<file path="src/rtl/dadda_pkg.sv">
// Shared constants and helpers for the Dadda multiplier: height sequence,
// level count and the FA/HA cells used by the reduction tree.
package dadda_pkg;

  localparam int unsigned MAX_WIDTH = 32;

  // Dadda target heights: 2,3,4,6,9,13,19,28,42,...
  function automatic int unsigned dadda_height(input int unsigned level);
    int unsigned d;
    d = 2;
    for (int unsigned i = 0; i < 16; i++) begin
      if (i < level) d = (d * 3) / 2;
    end
    return d;
  endfunction

  // Number of reduction levels needed for a WIDTH x WIDTH matrix (max height WIDTH).
  function automatic int unsigned dadda_levels(input int unsigned width);
    int unsigned n;
    n = 0;
    for (int unsigned i = 0; i < 16; i++) begin
      if (dadda_height(i) < width) n = i + 1;
    end
    return n;
  endfunction

  // Returns {carry, sum}.
  function automatic logic [1:0] full_add(input logic x, input logic y, input logic z);
    return {(x & y) | (x & z) | (y & z), x ^ y ^ z};
  endfunction

  function automatic logic [1:0] half_add(input logic x, input logic y);
    return {x & y, x ^ y};
  endfunction

endpackage

</file>
<file path="src/rtl/dadda_tree.sv">
// Combinational Baugh-Wooley partial products and Dadda reduction to two rows.
module dadda_tree
  import dadda_pkg::*;
#(
  parameter int unsigned WIDTH = 8
) (
  input  logic [WIDTH-1:0]   a,
  input  logic [WIDTH-1:0]   b,
  input  logic               is_signed,
  output logic [2*WIDTH-1:0] row0,
  output logic [2*WIDTH-1:0] row1
);

  localparam int unsigned COLS   = 2 * WIDTH + 1;  // top column only sinks dropped carries
  localparam int unsigned DEPTH  = WIDTH + 2;
  localparam int unsigned LEVELS = dadda_levels(WIDTH);

  always_comb begin
    logic [DEPTH-1:0] cur [COLS];
    logic [DEPTH-1:0] nxt [COLS];
    int unsigned      ht  [COLS];
    int unsigned      nht [COLS];
    int unsigned      d, cnt, ptr;
    logic [1:0]       r;
    logic             pp;

    for (int unsigned c = 0; c < COLS; c++) begin
      cur[c] = '0;
      nxt[c] = '0;
      ht[c]  = 0;
      nht[c] = 0;
    end
    d   = 0;
    cnt = 0;
    ptr = 0;
    r   = '0;
    pp  = 1'b0;
    row0 = '0;
    row1 = '0;

    // Signed mode inverts the MSB row/column (except the corner) and adds 1s at bits W and 2W-1.
    for (int unsigned i = 0; i < WIDTH; i++) begin
      for (int unsigned j = 0; j < WIDTH; j++) begin
        pp = a[i] & b[j];
        if (is_signed && ((i == WIDTH - 1) != (j == WIDTH - 1))) pp = ~pp;
        cur[i+j][ht[i+j]] = pp;
        ht[i+j]++;
      end
    end
    cur[WIDTH][ht[WIDTH]] = is_signed;
    ht[WIDTH]++;
    cur[2*WIDTH-1][ht[2*WIDTH-1]] = is_signed;
    ht[2*WIDTH-1]++;

    // Each level: carries from column c-1 land in nxt[c] first; compress old bits
    // only until the column (old + carries in + new sums) fits the target height.
    for (int unsigned l = 0; l < LEVELS; l++) begin
      d = dadda_height(LEVELS - 1 - l);
      for (int unsigned c = 0; c < COLS; c++) begin
        nxt[c] = '0;
        nht[c] = 0;
      end
      for (int unsigned c = 0; c < COLS; c++) begin
        cnt = ht[c] + nht[c];
        ptr = 0;
        for (int unsigned k = 0; k < DEPTH; k++) begin
          if (cnt > d && cnt - d >= 2 && ptr + 3 <= ht[c]) begin
            r = full_add(cur[c][ptr], cur[c][ptr+1], cur[c][ptr+2]);
            ptr = ptr + 3;
            cnt = cnt - 2;
            nxt[c][nht[c]] = r[0];
            nht[c]++;
            if (c + 1 < COLS) begin
              nxt[c+1][nht[c+1]] = r[1];
              nht[c+1]++;
            end
          end else if (cnt > d && ptr + 2 <= ht[c]) begin
            r = half_add(cur[c][ptr], cur[c][ptr+1]);
            ptr = ptr + 2;
            cnt = cnt - 1;
            nxt[c][nht[c]] = r[0];
            nht[c]++;
            if (c + 1 < COLS) begin
              nxt[c+1][nht[c+1]] = r[1];
              nht[c+1]++;
            end
          end
        end
        for (int unsigned k = 0; k < DEPTH; k++) begin
          if (k >= ptr && k < ht[c]) begin
            nxt[c][nht[c]] = cur[c][k];
            nht[c]++;
          end
        end
      end
      for (int unsigned c = 0; c < COLS; c++) begin
        cur[c] = nxt[c];
        ht[c]  = nht[c];
      end
    end

    for (int unsigned c = 0; c < 2 * WIDTH; c++) begin
      row0[c] = cur[c][0];
      row1[c] = cur[c][1];
    end
  end

endmodule

</file>
<file path="src/rtl/dadda_mult_pipe.sv">
// Three-stage pipelined WIDTH x WIDTH Dadda multiplier with signed/unsigned mode,
// sideband tag and valid/ready handshake under a single global stall.
module dadda_mult_pipe
  import dadda_pkg::*;
#(
  parameter int unsigned WIDTH = 8,
  parameter int unsigned TAG_W = 4
) (
  input  logic               clk,
  input  logic               rst_n,
  input  logic               in_valid,
  output logic               in_ready,
  input  logic               in_signed,
  input  logic [WIDTH-1:0]   in_a,
  input  logic [WIDTH-1:0]   in_b,
  input  logic [TAG_W-1:0]   in_tag,
  output logic               out_valid,
  input  logic               out_ready,
  output logic [2*WIDTH-1:0] out_p,
  output logic [TAG_W-1:0]   out_tag
);

  logic               stall;
  logic               accept;

  logic               s0_valid;
  logic               s0_signed;
  logic [WIDTH-1:0]   s0_a;
  logic [WIDTH-1:0]   s0_b;
  logic [TAG_W-1:0]   s0_tag;

  logic               s1_valid;
  logic [2*WIDTH-1:0] s1_row0;
  logic [2*WIDTH-1:0] s1_row1;
  logic [TAG_W-1:0]   s1_tag;

  logic               s2_valid;
  logic [2*WIDTH-1:0] s2_p;
  logic [TAG_W-1:0]   s2_tag;

  logic [2*WIDTH-1:0] tree_row0;
  logic [2*WIDTH-1:0] tree_row1;

  assign stall     = s2_valid & ~out_ready;
  assign in_ready  = ~stall;
  assign accept    = in_valid & in_ready;
  assign out_valid = s2_valid;
  assign out_p     = s2_p;
  assign out_tag   = s2_tag;

  dadda_tree #(.WIDTH(WIDTH)) u_tree (
    .a         (s0_a),
    .b         (s0_b),
    .is_signed (s0_signed),
    .row0      (tree_row0),
    .row1      (tree_row1)
  );

  always_ff @(posedge clk or negedge rst_n) begin
    if (!rst_n) begin
      s0_valid  <= 1'b0;
      s0_signed <= 1'b0;
      s0_a      <= '0;
      s0_b      <= '0;
      s0_tag    <= '0;
      s1_valid  <= 1'b0;
      s1_row0   <= '0;
      s1_row1   <= '0;
      s1_tag    <= '0;
      s2_valid  <= 1'b0;
      s2_p      <= '0;
      s2_tag    <= '0;
    end else if (!stall) begin
      s0_valid <= accept;
      if (accept) begin
        s0_signed <= in_signed;
        s0_a      <= in_a;
        s0_b      <= in_b;
        s0_tag    <= in_tag;
      end
      s1_valid <= s0_valid;
      s1_row0  <= tree_row0;
      s1_row1  <= tree_row1;
      s1_tag   <= s0_tag;
      s2_valid <= s1_valid;
      s2_p     <= s1_row0 + s1_row1;
      s2_tag   <= s1_tag;
    end
  end

endmodule

</file>
<file path="config.mk">
export PLATFORM = sky130hd
export DESIGN_NAME = dadda_mult_pipe
export DESIGN_NICKNAME = d
export VERILOG_FILES = /design/src/rtl/dadda_pkg.sv /design/src/rtl/dadda_tree.sv /design/src/rtl/dadda_mult_pipe.sv
export SDC_FILE = /design/constraint.sdc
export NUM_CORES = 1
export LEC_CHECK = 0
export CAP_MARGIN = 0
export CORE_ASPECT_RATIO = 0.9
export CORE_MARGIN = 5
export CORE_UTILIZATION = 45
export CTS_CLUSTER_DIAMETER = 100
export DETAILED_ROUTE_END_ITERATION = 16
export PLACE_DENSITY = 0.68
export SETUP_SLACK_MARGIN = 0.3
export SYNTH_ARGS = -nofsm -noshare
export SYNTH_HDL_FRONTEND = slang
export SYNTH_SLANG_ARGS = --single-unit
</file>
<file path="constraint.sdc">
create_clock -name clk -period 3.5 [get_ports clk]
set_clock_uncertainty 0.05 [all_clocks]
set_input_delay 0.35 -clock clk [delete_from_list [all_inputs] [get_ports clk]]
set_output_delay 0.35 -clock clk [all_outputs]
set_load 0.02 [all_outputs]
</file>
# After elaboration in Yosys (flattened, before gate mapping)

Index checks and enable logic that the tools add are counted.

Muxes and demuxes: 14
Shifts and indexed selects: 0
Order comparisons: 0
Bitwise gates (word level): 346
$add $sub $neg: 1
Equality and inequality tests: 0
Div/mod/pow operators: 0
Multipliers: 0
Reduce and logical (&&, ||, !) cells: 1

Operators by type and width:

| cell                    | count |
|---|---|
| AND 1 bit               | 180 |
| XOR 1 bit               | 78 |
| OR 1 bit                | 72 |
| adder 16 x 15 -> 16 bit | 1 |
| NOT 1 bit               | 16 |
| two-way mux 1 bit       | 14 |
| AND reduction 2 bit     | 1 |

Word-level logic and storage cells: 374
Bits in latches: 0
Bits in writable memories: 0
Bits in read-only memories: 0
Memories: 0
Register bits after elaboration: 78
Input bits: 25
Output and inout bits: 22

# Longest topological paths before layout

Gate-level depths: netlist (run 1).

Depth after elaboration: 15
Depth in mapped cells: 11
Gate-level depth less buffers: 10

# By module

From an unflattened synthesis (run 1), not the netlist that was laid out.

Cell total of the unflattened synthesis: 545
Area total of the unflattened synthesis: 5,188.7 µm²

By module, submodules not included:

| module          | area an instance (µm²) | sequential area each (µm²) | instances | cells an instance |
|---|---|---|---|---|
| dadda_mult_pipe | 3,783.6                | 2,001.9                    | 1         | 388 |
| dadda_tree      | 1,405.1                | 0.0                        | 1         | 157 |

# Worst setup path after synthesis (run 1)

Ideal clock, no wire load.

Kind: register to register
From: register s0_signed
To: register s1_row1[7]
Arrival: 3.149 ns
Buffers on the path: 2
Clock period less this slack: 3.264 ns
Path slack: 0.236 ns
Required time: 3.385 ns
Stages on the path, launching flop included: 12
Library setup time: 0.065 ns
Cell sequence: dfrtp_1 -> clkbuf_1 -> buf_2 -> xnor2_1 -> fa_1 -> fa_1 -> inv_1 -> fa_1 -> inv_1 -> fa_1 -> nand2_1 -> nand2_1

Longest elaborated chain between the ends: 8
Elaborated cells between the ends (all ways): 10
Classes of those cells: mux (2); bitwise (8)

Ends and longest elaborated chain:

| what                    | RTL line              | RTL |
|---|---|---|
| start, declared         | dadda_mult_pipe.sv:27 | `logic s0_signed;` |
| start signal, assigned  | dadda_mult_pipe.sv:76 | `s0_signed <= in_signed;` |
| two-way mux 1 bit       | dadda_tree.sv:45      | `if (is_signed && ((i == WIDTH - 1) != (j == WIDTH - 1))) pp = ~pp;` |
| XOR 1 bit (2 in series) | dadda_pkg.sv:29       | `return {(x & y) \| (x & z) \| (y & z), x ^ y ^ z};` |
| XOR 1 bit               | -                     |  |
| XOR 1 bit (2 in series) | dadda_pkg.sv:29       |  |
| XOR 1 bit               | -                     |  |
| XOR 1 bit *             | dadda_pkg.sv:29       |  |
| net tree_row1[7]        | dadda_mult_pipe.sv:42 | `logic [2*WIDTH-1:0] tree_row1;` |
| end signal, assigned    | dadda_mult_pipe.sv:83 | `s1_row1 <= tree_row1;` |
| end, declared           | dadda_mult_pipe.sv:34 | `logic [2*WIDTH-1:0] s1_row1;` |

The timed path passes the listed nets; every way through them passes the cells marked *.
A chain may end at the register's enable or synchronous reset.

# Final worst setup path (run 1)

From: register s0_a[0]
To: register s1_row1[7]

Longest elaborated chain between the ends: 10
Elaborated cells between the ends (all ways): 30
Classes of those cells: mux (1); bitwise (29)

Ends and longest elaborated chain:

| what                    | RTL line              | RTL |
|---|---|---|
| start, declared         | dadda_mult_pipe.sv:28 | `logic [WIDTH-1:0] s0_a;` |
| start signal, assigned  | dadda_mult_pipe.sv:77 | `s0_a <= in_a;` |
| AND 1 bit               | dadda_tree.sv:44      | `pp = a[i] & b[j];` |
| NOT 1 bit               | dadda_tree.sv:45      |  |
| two-way mux 1 bit       | dadda_tree.sv:45      |  |
| XOR 1 bit (2 in series) | dadda_pkg.sv:29       |  |
| XOR 1 bit               | -                     |  |
| XOR 1 bit (2 in series) | dadda_pkg.sv:29       |  |
| XOR 1 bit *             | -                     |  |
| XOR 1 bit *             | dadda_pkg.sv:29       |  |
| net tree_row1[7]        | dadda_mult_pipe.sv:42 |  |

Marks and branches as above.

==> results.py, run 1 <==
metrics = {
    "synthesis": {
        "synth_mux_area_frac": 0.0532,
        "synth_top_area_share": 0.388,
        "netlist_instances": 533,
        "syn_area_um2": 5040,
        "ys.flop_type": "dfrtp_1",
        "ys_ff_latch": 78,
        "avgSynthCellArea_um2": 9.45,
        "synth_area_leaders": "dfrtp_1, fa_1, nand2_1, ha_1, mux2_2",
        "synthArstFlopShare": 1.00,
        "synth_top_family_by_area": "simple AND/OR/NAND/NOR gates",
        "synth_fp_nets": 614,
        "yosysSeqAreaShare": 0.388,
        "yosysTopAreaCell": "dfrtp_1",
        "ys.warnings.count": 0,
        "synth-compound-area-share": 0.0636,
        "synthAdderAreaFrac": 0.193,
        "synth-edff-count": 0,
        "synthSimpleGateAreaFrac": 0.223,
        "synth_xor_area_frac": 0.0348,
        "yosys.cell_types.count": 44,
    },
    "critical_path": {
        "endpoint_kind": "flop",
        "crit_path_start_kind": "flop",
        "ff2ff_path_depth": 10,
        "cp_data_arrival_time_ns": 3.23,
        "r2r_end": "s1_row1[7]$_DFFE_PN0N_",
        "critical_path_class": "reg -> reg",
        "cp_max_fo": 9,
        "r2r_start": "s0_a[0]$_DFFE_PN0P_",
        "critPathRequiredTime_ns": 3.72,
        "regToRegSetupSlack_ns": 0.49,
    },
    "final_layout": {
        "fin_area_um2": 5940,
        "layout_common_cells": "nand2_1, dfrtp_1, clkdlybuf4s50_1, fa_1, inv_1",
        "final_common_cell": "nand2_1",
        "postLayoutCoreUtil": 0.545,
        "diodes": 0,
        "layout.nets": 653,
        "area_growth_pct": 18.0,
        "layout-drive-gt1-share": 0.0953,
    },
    "global_route": {
        "grtUsageTotal": 0.169,
        "grt_pass1_wl_um": 18100,
        "overflow": 0,
        "grt_max_degree": 79,
        "first_global_vias": 3806,
        "antenna_found_initial": 0,
    },
    "sta": {
        "hold_violations": 0,
        "relSlewSlack": 0.362,
        "fmax_mhz": 332,
        "drv_slew": 0,
        "rsz0062_at_grt": "no",
        "min_period_ns": 3.01,
        "setup_viol": 0,
        "fin_tns_setup_ns": 0,
        "period_share": 0.861,
        "worstMarginPinSlew_ns": 0.957,
        "setup_slack_ns": 0.488,
        "hold_ws_ns": 0.119,
    },
    "detailed_routing": {
        "final_antenna_net_count": 0,
        "vias_per_cell": 5.05,
        "drt_wl_total_um": 10100,
        "drcViolationCount": 0,
        "vias": 3678,
        "dr.first_iter.drc_count": 220,
        "wire_per_inst_um": 13.9,
        "first_pass_iters": 5,
    },
    "placement": {
        "place_area_um2": 5640,
        "pre_cts_ws_ns": 0.405,
        "gp_congestion": 0.883,
        "hpwl_um": 7510,
        "portBuffers": 46,
    },
    "pwr": {
        "p_per_area_nw_per_um2": 1040,
        "ir_worst_vdd_mv": 0.407,
        "leakage_nw": 2.80,
    },
    "cts": {
        "post-cts-setup-buffer-count": 0,
        "cts_max_level": 3,
        "clock_latency_ns": 0.33,
        "cts.sink_count": 78,
        "cts_root_buf": "clkbuf_16",
        "clk_pin_slew_ns": 0.06,
        "clk_path_buf_depth": 2,
        "cts_buffers": 9,
        "cts_tree": "done",
    },
    "die": {
        "ioPinCount": 47,
        "start_util": 0.462,
        "num_rows": 36,
        "core_um2": 10900,
        "die_y_um": 110,
        "dieArea_um2": 13400,
        "die_w_um": 122,
    },
    "worst_hold_path": {
        "hold_class": "in -> async",
    },
    "run_status": {
        "status": "finished clean",
    },
    "job": {
        "drv_cap": 0,
    },
}
-- routing by layer --
metal | up-vias | track usage | part of all wire
met5 | - | 0 | 0
met4 | 0 | 0.0472 | 0.0041
met3 | 4 | 0.0378 | 0.043
met2 | 81 | 0.273 | 0.47
met1 | 1801 | 0.232 | 0.49
li1 | 1792 | - | -
-- sequential cells by signal, summed over array words and instances, names as in the netlist, 4 cells and up --
name     flops
s0_tag       4
out_tag      4
s1_row0     16
out_p       16
s1_tag       4
s0_a         8
s1_row1     14
s0_b         8
-- power by group --
| part | total (mW) | switching [mW] | internal (mW) | leakage, nW |
|---|---|---|---|---|
| clock network | 0.923 | 0.336 | 0.587 | 0.152 |
| logic | 3.63 | 2.02 | 1.61 | 1.71 |
| registers | 1.60 | 0.297 | 1.31 | 0.937 |
| total | 6.16 | 2.65 | 3.50 | 2.80 |
-- synthesized netlist by cell type (2+ instances only) --
cell / count
dfrtp_1: 78
and3_1: 4
nor2_1: 26
a21oi_2: 2
mux2i_1: 2
nand3_1: 9
nand2b_1: 3
xnor2_1: 12
o21a_1: 3
fa_1: 36
nor2b_1: 3
a21oi_1: 14
a211oi_1: 4
o21ai_0: 9
nand4_1: 2
a31oi_1: 2
nor3_1: 6
buf_1: 7
clkbuf_1: 10
o211ai_1: 2
buf_2: 7
xor2_1: 8
mux2_2: 22
a21o_1: 2
and4_1: 2
nand2_1: 157
nand3b_1: 2
ha_1: 20
or3_1: 3
and2_1: 28
inv_1: 34
o2111ai_1: 2
-- cell families (layout without fill, tap and decap cells) --
family | after synthesis | in the layout
mux | 24 | 24
xor+xnor | 20 | 20
fa+ha+maj | 56 | 56
simple gates | 250 | 250
compound gates | 47 | 47
flops | 78 | 78
buf+inv | 58 | 102
-- what timing repair did --
| action | in CTS | in global routing |
|---|---|---|
| hold buffers | 0 | 0 |
| setup endpoints to repair | 0 | 4 |
| hold endpoints to repair | 0 | 0 |
| gates resized for setup | 0 | 4 |
-- worst max path at each step --
stage / startpoint / endpoint / slack [ns] / cells after the start
2_1_floorplan: s0_signed$_DFFE_PN0P_ / s1_row1[7]$_DFFE_PN0N_ / 0.30 / 11
3_3_place_gp: s0_b[7]$_DFFE_PN0P_ / s1_row1[7]$_DFFE_PN0N_ / 0.50 / 10
3_5_place_dp: s0_a[0]$_DFFE_PN0P_ / s1_row1[7]$_DFFE_PN0N_ / 0.40 / 10
4_1_cts: s0_a[0]$_DFFE_PN0P_ / s1_row1[7]$_DFFE_PN0N_ / 0.39 / 10
5_1_grt: s0_a[1]$_DFFE_PN0P_ / s1_row1[8]$_DFFE_PN0N_ / 0.34 / 10
6_report: s0_a[0]$_DFFE_PN0P_ / s1_row1[7]$_DFFE_PN0N_ / 0.49 / 10
-- layout make-up --
| cell class | instances | area, um^2 |
|---|---|---|
| multi-input combinational | 397 | 2870 |
| inverter | 34 | 128 |
| sequential | 78 | 1960 |
| tap | 152 | 190 |
| fill | 1029 | 4960 |
| clock buffer | 12 | 256 |
| timing repair buffer | 52 | 503 |
| clock inverter | 4 | 45.0 |
-- metrics by stage --
| step | power [mW] | instances |
|---|---|---|
| after floorplan | 4.27 | 533 |
| after global placement | 5.12 | 713 |
| after detailed placement | 5.24 | 713 |
| after CTS | 6.21 | 729 |
| after global routing | 6.92 | 729 |
| final | 6.16 | 729 |
-- critical path, cell delays in order, from the launching register on --
cell,delay (ns)
dfrtp_2,0.43
nand2_1,0.09
xnor2_1,0.22
fa_1,0.46
fa_1,0.52
inv_1,0.05
fa_1,0.47
inv_1,0.05
fa_1,0.49
nand2_1,0.05
nand2_1,0.07
(Power assumes the default switching activity.)
==> run 2, diff against run 1 <==
CORE_UTILIZATION = 30   (was 45)
PLACE_DENSITY = not set   (was 0.68)
==> results.py, run 2 (synthesis gave the netlist of run 1 again) <==
metrics = {
    "placement": {
        "placed_cells": 771,
        "hpwl_um": 7860,
        "gp_congestion": 0.842,
        "portBuffers": 46,
    },
    "cts": {
        "cts_max_level": 3,
        "cts_tree": "done",
        "cts_root_buf": "clkbuf_16",
        "cts_buffers": 9,
        "clk_path_buf_depth": 2,
        "clock_latency_ns": 0.35,
        "cts.sink_count": 78,
        "post-cts-setup-buffer-count": 0,
        "clk_pin_slew_ns": 0.06,
    },
    "critical_path": {
        "path_buf_inv": 2,
        "slowest_stage": "fa_1",
        "max_stage_delay_ns": 0.50,
        "crit_family": "adder cells",
        "cp_max_fo": 9,
        "crit_path_start_kind": "flop",
        "r2r_end": "s1_row1[8]$_DFFE_PN0N_",
        "cp_data_arrival_time_ns": 3.26,
        "startpoint": "s0_a[1]$_DFFE_PN0P_",
        "r2r_start": "s0_a[1]$_DFFE_PN0P_",
        "critPathRequiredTime_ns": 3.73,
        "ff2ff_path_depth": 10,
        "crit_chain": "nand2_1, xnor2_1, fa_1, fa_1, inv_1, fa_1, inv_1, fa_1, nand2_1, nand2_1",
        "regToRegSetupSlack_ns": 0.47,
        "endpoint_kind": "flop",
        "path_common_cell": "fa_1",
        "critical_path_class": "reg -> reg",
    },
    "global_route": {
        "grtUsageTotal": 0.119,
        "grt_pass1_wl_um": 19100,
        "grtUsageMet3": 0.0411,
        "first_global_vias": 3778,
        "antenna_found_initial": 0,
        "grt-busiest-layer": "met2",
        "grt_use_met2": 0.180,
        "overflow": 0,
        "met1_usage": 0.167,
        "grt_max_degree": 79,
    },
    "final_layout": {
        "layout-drive-gt1-share": 0.0938,
        "fin_cells": 787,
        "postLayoutCoreUtil": 0.362,
        "diodes": 0,
        "layout.nets": 652,
        "layout_common_cells": "nand2_1, dfrtp_1, clkdlybuf4s50_1, fa_1, inv_1",
        "filler_cell_count": 1697,
        "final_common_cell": "nand2_1",
        "area_growth_pct": 19.7,
    },
    "detailed_routing": {
        "final_antenna_net_count": 0,
        "first_pass_iters": 5,
        "wire_per_inst_um": 13.5,
        "vias": 3657,
        "dr.first_iter.drc_count": 169,
        "drt_wl_total_um": 10600,
        "vias_per_cell": 4.65,
        "drcViolationCount": 0,
    },
    "die": {
        "die_y_um": 133,
        "ioPinCount": 47,
        "core_um2": 16700,
        "die_w_um": 147,
        "num_rows": 45,
        "dieArea_um2": 19500,
        "start_util": 0.302,
    },
    "pwr": {
        "clkPwrFrac": 0.159,
        "leakage_nw": 2.80,
        "seqPwrFrac": 0.257,
        "internal_power_mw": 3.50,
        "p_per_area_nw_per_um2": 1030,
        "switchingPower_mw": 2.71,
        "ir_worst_vdd_mv": 0.388,
        "p_comb_frac": 0.584,
        "switching_share": 0.436,
    },
    "sta": {
        "hold_ws_ns": 0.125,
        "drv_slew": 0,
        "setup_viol": 0,
        "fin_tns_setup_ns": 0,
        "relSlewSlack": 0.336,
        "period_share": 0.865,
        "fmax_mhz": 330,
        "worstMarginPinSlew_ns": 0.997,
        "min_period_ns": 3.03,
        "rsz0062_at_grt": "yes",
        "hold_violations": 0,
    },
    "worst_hold_path": {
        "hold_class": "in -> async",
    },
    "run_status": {
        "status": "finished clean",
    },
    "job": {
        "drv_cap": 0,
    },
}
-- run 2: layout make-up --
cell class | instances | area (um^2) | area share
flip-flops and latches | 78 | 1960 | 0.325
repair buffers | 51 | 495 | 0.0822
clock inverters | 5 | 65.1 | 0.0108
clock buffers | 11 | 253 | 0.0419
multi-input cells | 397 | 2870 | 0.475
inverters | 34 | 128 | 0.0212
well taps | 211 | 264 | 0.0438
-- run 2: timing repair --
item | 4_1_cts | 5_1_grt
hold buffers | 0 | 0
endpoints found under the setup margin | 0 | 4
resized for setup | 0 | 3
-- run 2: worst reg2reg max path: stages (launching register included) --
cell     delay (ns)
dfrtp_1        0.47
nand2_1        0.10
xnor2_1        0.15
fa_1           0.50
fa_1           0.49
inv_1          0.05
fa_1           0.48
inv_1          0.05
fa_1           0.49
nand2_1        0.05
nand2_1        0.08
-- run 2: layer usage --
metal,vias to the layer above,share of wire
li1,1802,-
met1,1782,0.49
met2,63,0.45
met3,10,0.052
met4,0,0.012
met5,-,0
-- run 2: power by group through the flow --
stage          clock network [mW]  logic [mW]  registers (mW)
2_1_floorplan                   0        2.62            1.65
3_3_place_gp                    0        3.57            1.60
3_5_place_dp                    0        3.65            1.62
4_1_cts                      1.02        3.67            1.60
5_1_grt                      1.06        4.26            1.66
6_report                    0.986        3.62            1.60
-- run 2: stage by stage --
stage | setup slack, ns | instance area [um^2] | total power, mW
floorplan | 0.305 | 5040 | 4.27
global placement | 0.476 | 5700 | 5.17
detailed placement | 0.422 | 5700 | 5.27
CTS | 0.414 | 6020 | 6.29
global route | 0.275 | 6030 | 6.98
finish | 0.472 | 6030 | 6.21
-- run 2: how the worst max path moves through the flow --
stage | endpoint | cells after the start | slack (ns)
floorplan | s1_row1[7]$_DFFE_PN0N_ | 11 | 0.30
global placement | s1_row1[7]$_DFFE_PN0N_ | 10 | 0.48
detailed placement | s1_row1[7]$_DFFE_PN0N_ | 10 | 0.42
CTS | s1_row1[7]$_DFFE_PN0N_ | 10 | 0.41
global route | s1_row1[7]$_DFFE_PN0N_ | 10 | 0.27
finish | s1_row1[8]$_DFFE_PN0N_ | 10 | 0.47
